[config.mk]
export PLATFORM = sky130hd
export DESIGN_NAME = hosc_seq
export DESIGN_NICKNAME = d
export VERILOG_FILES = /design/src/rtl/hosc_seq_pkg.sv /design/src/rtl/hosc_seq_chan.sv /design/src/rtl/hosc_seq.sv
export SDC_FILE = /design/constraint.sdc
export NUM_CORES = 1
export LEC_CHECK = 0
export BUFFER_PORTS_ARGS = -buffer_cell sky130_fd_sc_hd__buf_2
export CORE_MARGIN = 3
export CORE_UTILIZATION = 50
export DETAILED_ROUTE_END_ITERATION = 10
export HOLD_SLACK_MARGIN = 0.08
export PLACE_DENSITY = 0.71
export SLEW_MARGIN = 20
export SYNTH_ARGS = -nofsm -noshare
export SYNTH_HDL_FRONTEND = slang
export SYNTH_SLANG_ARGS = --single-unit
export TNS_END_PERCENT = 100
[constraint.sdc]
create_clock -name LCLK -period 3.14 [get_ports LCLK]
set_input_delay 0.157 -clock LCLK [delete_from_list [all_inputs] [get_ports LCLK]]
set_output_delay 0.157 -clock LCLK [all_outputs]
set_load 0.01 [all_outputs]
[src/rtl/hosc_seq_pkg.sv]
// Shared definitions for the oscillator sequencer: channel state encodings
// and the legality check for the cool-down length.
package hosc_seq_pkg;

   localparam logic [1:0] ST_OFF  = 2'b00;
   localparam logic [1:0] ST_WARM = 2'b01;
   localparam logic [1:0] ST_RDY  = 2'b10;
   localparam logic [1:0] ST_COOL = 2'b11;

   // Cool-down must be at least one cycle and must fit the shared counter.
   function automatic bit off_min_ok(input longint off_min, input longint wu_w);
      return (off_min >= 1) && (off_min < (longint'(1) << wu_w));
   endfunction

endpackage

[src/rtl/hosc_seq_chan.sv]
// One oscillator channel: OFF/WARM/RDY/COOL sequencer with a shared
// warm-up / cool-down down-counter and registered HENB, rdy, rdy_pulse.
module hosc_seq_chan
   import hosc_seq_pkg::*;
#(
   parameter int unsigned WU_W    = 16,
   parameter int unsigned OFF_MIN = 3
) (
   input  logic            clk_i,
   input  logic            rst_i,
   input  logic            req_i,
   input  logic [WU_W-1:0] wu_cycles_i,
   output logic            henb_o,
   output logic            rdy_o,
   output logic            rdy_pulse_o,
   output logic            rdy_nxt_o
);

   localparam logic [WU_W-1:0] OFF_LD = WU_W'(OFF_MIN);

   logic [1:0]      state_q, state_d;
   logic [WU_W-1:0] cnt_q, cnt_d;
   logic            henb_q, rdy_q, rdy_pulse_q;

   always_comb begin
      state_d = state_q;
      cnt_d   = cnt_q;
      case (state_q)
         ST_OFF: begin
            if (req_i) begin
               state_d = ST_WARM;
               cnt_d   = wu_cycles_i;
            end
         end
         ST_WARM: begin
            // A release beats warm-up completion so abort always gets a full cool-down.
            if (!req_i) begin
               state_d = ST_COOL;
               cnt_d   = OFF_LD;
            end else if (cnt_q != '0) begin
               cnt_d = cnt_q - 1'b1;
            end else begin
               state_d = ST_RDY;
            end
         end
         ST_RDY: begin
            if (!req_i) begin
               state_d = ST_COOL;
               cnt_d   = OFF_LD;
            end
         end
         default: begin
            if (cnt_q != '0) cnt_d = cnt_q - 1'b1;
            else             state_d = ST_OFF;
         end
      endcase
   end

   always_ff @(posedge clk_i or posedge rst_i) begin
      if (rst_i) begin
         state_q     <= ST_OFF;
         cnt_q       <= '0;
         henb_q      <= 1'b1;
         rdy_q       <= 1'b0;
         rdy_pulse_q <= 1'b0;
      end else begin
         state_q     <= state_d;
         cnt_q       <= cnt_d;
         henb_q      <= !((state_d == ST_WARM) || (state_d == ST_RDY));
         rdy_q       <= (state_d == ST_RDY);
         rdy_pulse_q <= (state_d == ST_RDY) && !rdy_q;
      end
   end

   assign henb_o      = henb_q;
   assign rdy_o       = rdy_q;
   assign rdy_pulse_o = rdy_pulse_q;
   assign rdy_nxt_o   = (state_d == ST_RDY);

endmodule

[src/rtl/hosc_seq.sv]
// High-speed oscillator sequencer: NCH independent channels on the
// always-on LCLK plus a registered all-ready flag.
module hosc_seq
   import hosc_seq_pkg::*;
#(
   parameter int unsigned NCH     = 2,
   parameter int unsigned WU_W    = 16,
   parameter int unsigned OFF_MIN = 3
) (
   input  logic                LCLK,
   input  logic                RESET,
   input  logic [NCH-1:0]      req,
   input  logic [NCH*WU_W-1:0] wu_cycles,
   output logic [NCH-1:0]      HENB,
   output logic [NCH-1:0]      rdy,
   output logic [NCH-1:0]      rdy_pulse,
   output logic                all_rdy
);

   if (!off_min_ok(OFF_MIN, WU_W)) begin : g_bad_off_min
      $error("hosc_seq: OFF_MIN out of range for WU_W");
   end

   logic [NCH-1:0] rdy_d;
   logic           all_rdy_q;

   for (genvar i = 0; i < NCH; i++) begin : g_ch
      hosc_seq_chan #(
         .WU_W    (WU_W),
         .OFF_MIN (OFF_MIN)
      ) u_chan (
         .clk_i       (LCLK),
         .rst_i       (RESET),
         .req_i       (req[i]),
         .wu_cycles_i (wu_cycles[i*WU_W +: WU_W]),
         .henb_o      (HENB[i]),
         .rdy_o       (rdy[i]),
         .rdy_pulse_o (rdy_pulse[i]),
         .rdy_nxt_o   (rdy_d[i])
      );
   end

   // Built from next-state rdy so it rises on the same edge as the last channel.
   always_ff @(posedge LCLK or posedge RESET) begin
      if (RESET) all_rdy_q <= 1'b0;
      else       all_rdy_q <= &rdy_d;
   end

   assign all_rdy = all_rdy_q;

endmodule

### Yosys cells after proc, flatten, opt, wreduce, memory -nomap -nowiden

Index checks and enable logic that the tools add are counted.

* register bits: 43
* bits of input ports: 36
* output and inout port bits: 7
* word-level logic and storage cells: 62

* add/subtract/negate cells: 2
* equality and inequality tests: 12
* muxes and demuxes: 22
* reduce and logical (&&, ||, !) cells: 15

Operator list (count)
* 16-bit 2-to-1 mux: 8
* 16-bit one-hot mux with 3 select lines: 2
* 16-bit nonzero test: 2
* 16-bit by 1-bit subtractor with 16-bit output, second input constant: 2
* 2-bit 2-to-1 mux: 10
* 2-bit one-hot mux with 3 select lines: 2
* 2-bit by 1-bit equality test with 1-bit output, second input constant: 4
* 2-bit equality test, second input constant: 4
* 2-bit inequality test, second input constant: 4
* 2-bit AND reduction: 3
* 1-bit logical NOT: 4
* 2-bit logical NOT: 2
* 1-bit logical AND: 2
* 1-bit logical OR: 2

### Longest topological paths before layout

* depth in word-level cells: 7
* mapped depth: 10
* mapped depth without buffers: 9

### By module

Synthesis repeated with hierarchy kept, for this count alone.

* cells, all modules: 356
* area, all modules: 3123.0 um^2

Modules (own cells, without submodules)
* hosc_seq_chan at g_ch[0].u_chan: times used 1, cells an instance 176, area each 1549.0 um^2, sequential area each 526.8 um^2
* hosc_seq_chan at g_ch[1].u_chan: times used 1, cells an instance 177, area each 1539.0 um^2, sequential area each 526.8 um^2
* hosc_seq: times used 1, cells an instance 3, area each 35.0 um^2, sequential area each 25.0 um^2

### Worst setup path after synthesis

OpenSTA, ideal clock, no wires.

* path kind: reg-to-reg
* from: register g_ch[1].u_chan.cnt_q[0]
* to: register all_rdy_q (netlist: all_rdy)
* setup time: 0.119 ns
* data arrival time: 2.234 ns
* required time: 3.021 ns
* setup slack: 0.787 ns
* stages on the path, launching flop included: 10
* path buffers: 0
* clock period less this slack: 2.353 ns
* cells stage by stage: dfrtp_1 > inv_1 > ha_1 > or4b_2 > nor3_2 > nand2_1 > o22ai_1 > a21oi_1 > ha_1 > and2_1

* longest elaborated chain between the ends: 6
* elaborated cells between the ends (all ways): 7
* classes of those cells: eq/ne: 1; mux: 4; reduce/logical: 2

RTL lines
* from (decl): line hosc_seq_chan.sv:22 `logic [WU_W-1:0] cnt_q, cnt_d;`
* from (signal assigned): line hosc_seq_chan.sv:68 `cnt_q <= cnt_d;`
* 16-bit nonzero test *: line hosc_seq_chan.sv:40, hosc_seq_chan.sv:53
* 2-bit 2-to-1 mux: line hosc_seq_chan.sv:40 `end else if (cnt_q != '0) begin`
* 2-bit 2-to-1 mux: line hosc_seq_chan.sv:37 `if (!req_i) begin`
* 2-bit one-hot mux with 3 select lines *: line hosc_seq_chan.sv:28 `case (state_q)`
* named net g_ch[1].u_chan.state_d[1]: line hosc_seq_chan.sv:21 `logic [1:0] state_q, state_d;`
* 2-bit equality test *: line hosc_seq_chan.sv:78 `assign rdy_nxt_o = (state_d == ST_RDY);`
* named net g_ch[1].u_chan.rdy_nxt_o: line hosc_seq_chan.sv:16 `output logic rdy_nxt_o`
* 2-bit AND reduction *: line hosc_seq.sv:46 `else all_rdy_q <= &rdy_d;`
* to (signal assigned): line hosc_seq.sv:46
* to (decl): line hosc_seq.sv:25 `logic all_rdy_q;`

The timed path passes the listed nets; every way through them passes the cells marked *.
A chain may end at the register's enable or synchronous reset.

### Final worst setup path

* from: register g_ch[1].u_chan.cnt_q[0]
* to: register g_ch[1].u_chan.rdy_pulse_q

* longest elaborated chain between the ends: 6
* elaborated cells between the ends (all ways): 7
* classes of those cells: eq/ne: 1; mux: 4; reduce/logical: 2

RTL lines
* 16-bit nonzero test *: line hosc_seq_chan.sv:40, hosc_seq_chan.sv:53
* 2-bit 2-to-1 mux: line hosc_seq_chan.sv:40
* 2-bit 2-to-1 mux: line hosc_seq_chan.sv:37
* 2-bit one-hot mux with 3 select lines *: line hosc_seq_chan.sv:28
* 2-bit equality test *
* named net g_ch[1].u_chan.rdy_nxt_o: line hosc_seq_chan.sv:16
* 1-bit logical AND *: line hosc_seq_chan.sv:71 `rdy_pulse_q <= (state_d == ST_RDY) && !rdy_q;`
* to (signal assigned): line hosc_seq_chan.sv:71
* to (decl): line hosc_seq_chan.sv:23 `logic henb_q, rdy_q, rdy_pulse_q;`

Marks and branches as above.

==> metrics.md <==
| Metric | Value |
|---|---|
| Total grt overflow | `0` |
| Ys Warns | `0` |
| Status | `finished clean` |
| I/O Buffers | `42` |
| Util after Layout | `61.84%` |
| Placed cell areas | `between 0.003 and 0.004 mm²` |
| CP Data Required Time | `~3400 ps` |
| Average wire per standard cell | `around 17 µm` |
| Least-Margin Pin Slew | `724.0 ps` |
| Arr. time, crit path | `~3000 ps` |
| # IOs | `43` |
| Gpl congestion | `approximately 0.96` |
| Finished Cell Area | `about 0.0033 mm²` |
| Remaining DRCs | `0` |
| Die width | `81.82 µm` |
| Fmax | `around 370 MHz` |
| Share of the synthesized area in the top cell type | `between 30% and 40%` |
| Detail Route Antenna Nets | `0` |
| Post-synth EDFFs | `0` |
| DR pass1 iterations | `5` |
| Global Route Usage Sum | `about a quarter` |
| Rel. slew slack | `51.56%` |
| Hold/Removal Path Class | `primary input to flip-flop` |
| Clock Sinks | `43` |
| Fin. Hold Viols | `0` |
| Crit. End Element | `flip-flop` |
| Pwr/cell area | `about 830 mW/mm²` |
| Most common cell after layout, fill and taps aside | `buf_2` |
| Violation count after the first detailed-route iteration | `198` |
| Antenna cells | `0` |
| Initial Util | `a little over half` |
| Slowest CP cell | `or4b_2` |
| R2r endpoint | `g_ch[1].u_chan.rdy_pulse_o` |
| Fin Setup TNS | `0 ps` |
| RSZ-0062 raised after global routing | `false` |
| Synth async-reset ratio | `between 90% and 100%` |
| Crit path from | `g_ch[1].u_chan.cnt_q[0]` |
| Critical R2R Launch | `g_ch[1].u_chan.cnt_q[0]` |
| Post-CTS Resized | `0` |
| CTS root buf | `clkbuf_8` |
| Final period util | `between 80 and 90%` |
| Worst Reg2Reg Path Length in Cells | `8` |
| Largest net degree at the start of global routing | `44` |
| Later-pin clock latency in the skew report | `around 300 ps` |
| Max-cap violations | `0` |
| Final Max Slew Viols | `0` |
| Core area | `0.005335 mm²` |
| Routed Wire Length | `approximately 7.6 mm` |
| Antenna violations before repair | `0` |
| Top cells by area, synth | `dfrtp_1, nand2_1, nor2_1, a21oi_1, o21ai_0` |
| Vias in the first global route | `approximately 2600` |
| Via density | `between 6 and 7` |
| Cell repeated most along the worst path | `ha_1` |
| CTS tree | `built` |
| Hold Path Sink | `g_ch[1].u_chan.cnt_q[3]` |
| Post-synthesis cell type count | `just over 60` |
| Hold path startpoint | `wu_cycles[19]` |
| Worst Skew | `~5.7 ps` |
| # rows | `26` |
| Prevailing post-synth register cell | `dfrtp_1` |
| Synth-to-Final Area Change | `14.80%` |
| H-tree depth | `2` |
| Worst vdd ir | `about 0.37 mV` |
| Clock-pin slew on the worst setup and hold paths | `about 80 ps` |
| Critical Path, Cell by Cell | `inv_1, ha_1, or4b_2, nor3_2, nand2_1, o31ai_1, ha_1, nor2b_1` |
| Hold depth | `3` |
| Die height | `81.82 µm` |
| Critical path fanouts, max | `6` |
| Cell taking the most area after synthesis | `dfrtp_1` |
| # setup viols final | `0` |
| Avg Cell Area, Syn | `8.478 µm²` |
| Clock Tree Buf Depth | `2` |
| Commonest cells after routing, fill and taps aside | `buf_2, dfrtp_1, nand2_1, nor2_1, a21oi_1` |
| Routed vias | `between 2000 and 3000` |
| Seq cells post-synth | `43` |
| Period minus WS final | `~2700 ps` |
| Fillers | `495` |
| Mapped Area | `roughly 0.0029 mm²` |
| Final HPWL DP | `approximately 5.5 mm` |
| Synthesized instance count | `339` |
| Crit path largest cell delay | `660 ps` |
| NumNets Final | `roughly 420` |
| CTS buffer count | `5` |
| Leak pwr | `approximately 1.4 nW` |
| Post-synthesis sequential area ratio | `roughly 38%` |
| Die Area | `0.006694 mm²` |
| Setup CP Type | `flip-flop to flip-flop` |
| Net Count, Synth | `approximately 380` |
| R2R Setup Slk | `~400 ps` |
| First-pass GRT wire length | `12.77 mm` |
| Share of post-route cells with drive strength above 1 | `19.53%` |
| Type of origin of the critical path | `flip-flop` |
-- sequential cells by signal (all words and copies together), names as in the netlist --
name and count:
g_ch.u_chan.cnt_q 32, g_ch.u_chan.state_q 4, g_ch.u_chan.henb_o 2, g_ch.u_chan.rdy_o 2
g_ch.u_chan.rdy_pulse_o 2, all_rdy 1
-- stage by stage --
stage,worst slack [ps],hold slack (ps),cells,total power [mW]
floorplan,787.3,272.7,339,1.907
global placement,549.0,319.3,435,2.154
detailed placement,467.4,326.8,435,2.179
CTS,448.2,83.63,449,2.715
global route,190.4,89.40,449,2.951
finish,406.4,92.06,449,2.723
-- what timing repair did --
item / in CTS / in global routing
endpoints found under the hold margin: 46 / 0
hold buffers: 6 / 0
setup buffers: 0 / 0
-- critical path: cells and delay by family (launching register included) --
family	cells	cell delay (ps)
AND/OR/NAND/NOR	4	1300
adder cells (fa/ha/maj)	2	460
flip-flops	1	420
AO/OA/AOI/OAI	1	400
buffers and inverters	1	90
-- synthesized netlist by cell type (all sizes together) (4+ instances only) --
cell and number:
a31oi 4, inv 14, and2 5, ha 4
nor2b 8, a221o 4, a311oi 4, o311ai 6
nor3 14, buf 9, a21oi 23, o211ai 6
o21ai 21, nor4 9, clkbuf 14, o22ai 5
nand2 36, or3 7, nor2 31, nand3 13
dfrtp 41, a22oi 7
-- worst max path at each step --
stage	end	slack [ps]	cells past startpoint
after floorplan	all_rdy	790	9
after global placement	g_ch[1].u_chan.rdy_pulse_o	550	8
after detailed placement	g_ch[1].u_chan.rdy_pulse_o	470	8
after CTS	g_ch[1].u_chan.rdy_pulse_o	450	8
after global routing	g_ch[1].u_chan.rdy_pulse_o	190	8
final	g_ch[1].u_chan.rdy_pulse_o	410	8
-- where the power goes --
| part | total [mW] | switching, mW | internal (mW) |
|---|---|---|---|
| clock | 0.516 | 0.198 | 0.318 |
| sequential | 1.08 | 0.316 | 0.766 |
| combinational | 1.13 | 0.611 | 0.515 |
| total | 2.72 | 1.12 | 1.60 |
-- per-layer routing --
metal	wire (µm)	vias up	track usage (%)	part of all wire (%)
met3	673	7	4.276	8.9
li1	-	1347	-	-
met4	57	0	5.150	0.75
met2	3208	128	33.68	42
met1	3644	1301	39.65	48
met5	0	-	0	0
-- logic make-up after synthesis --
| group | after synthesis | share of synthesized area, % |
|---|---|---|
| and+or+nand+nor | 139 | 26.12 |
| buffers and inverters | 38 | 6.051 |
| xor gates and xnor gates | 3 | 0.9144 |
| AOI/OAI and AO/OA | 109 | 26.60 |
| adders and majority gates | 4 | 1.741 |
| muxes | 3 | 1.045 |
| DFF | 43 | 37.53 |
-- cell type report --
class | instances | area (µm²) | share of cell area [%]
multi-input combinational | 258 | 1622 | 49.15
sequential | 43 | 1079 | 32.69
timing repair buffer | 55 | 322.8 | 9.784
tap | 70 | 87.58 | 2.655
clock buffer | 6 | 72.57 | 2.199
clock inverter | 2 | 60.06 | 1.820
inverter | 15 | 56.30 | 1.706
Note: power is estimated with default switching activity, not from simulation.
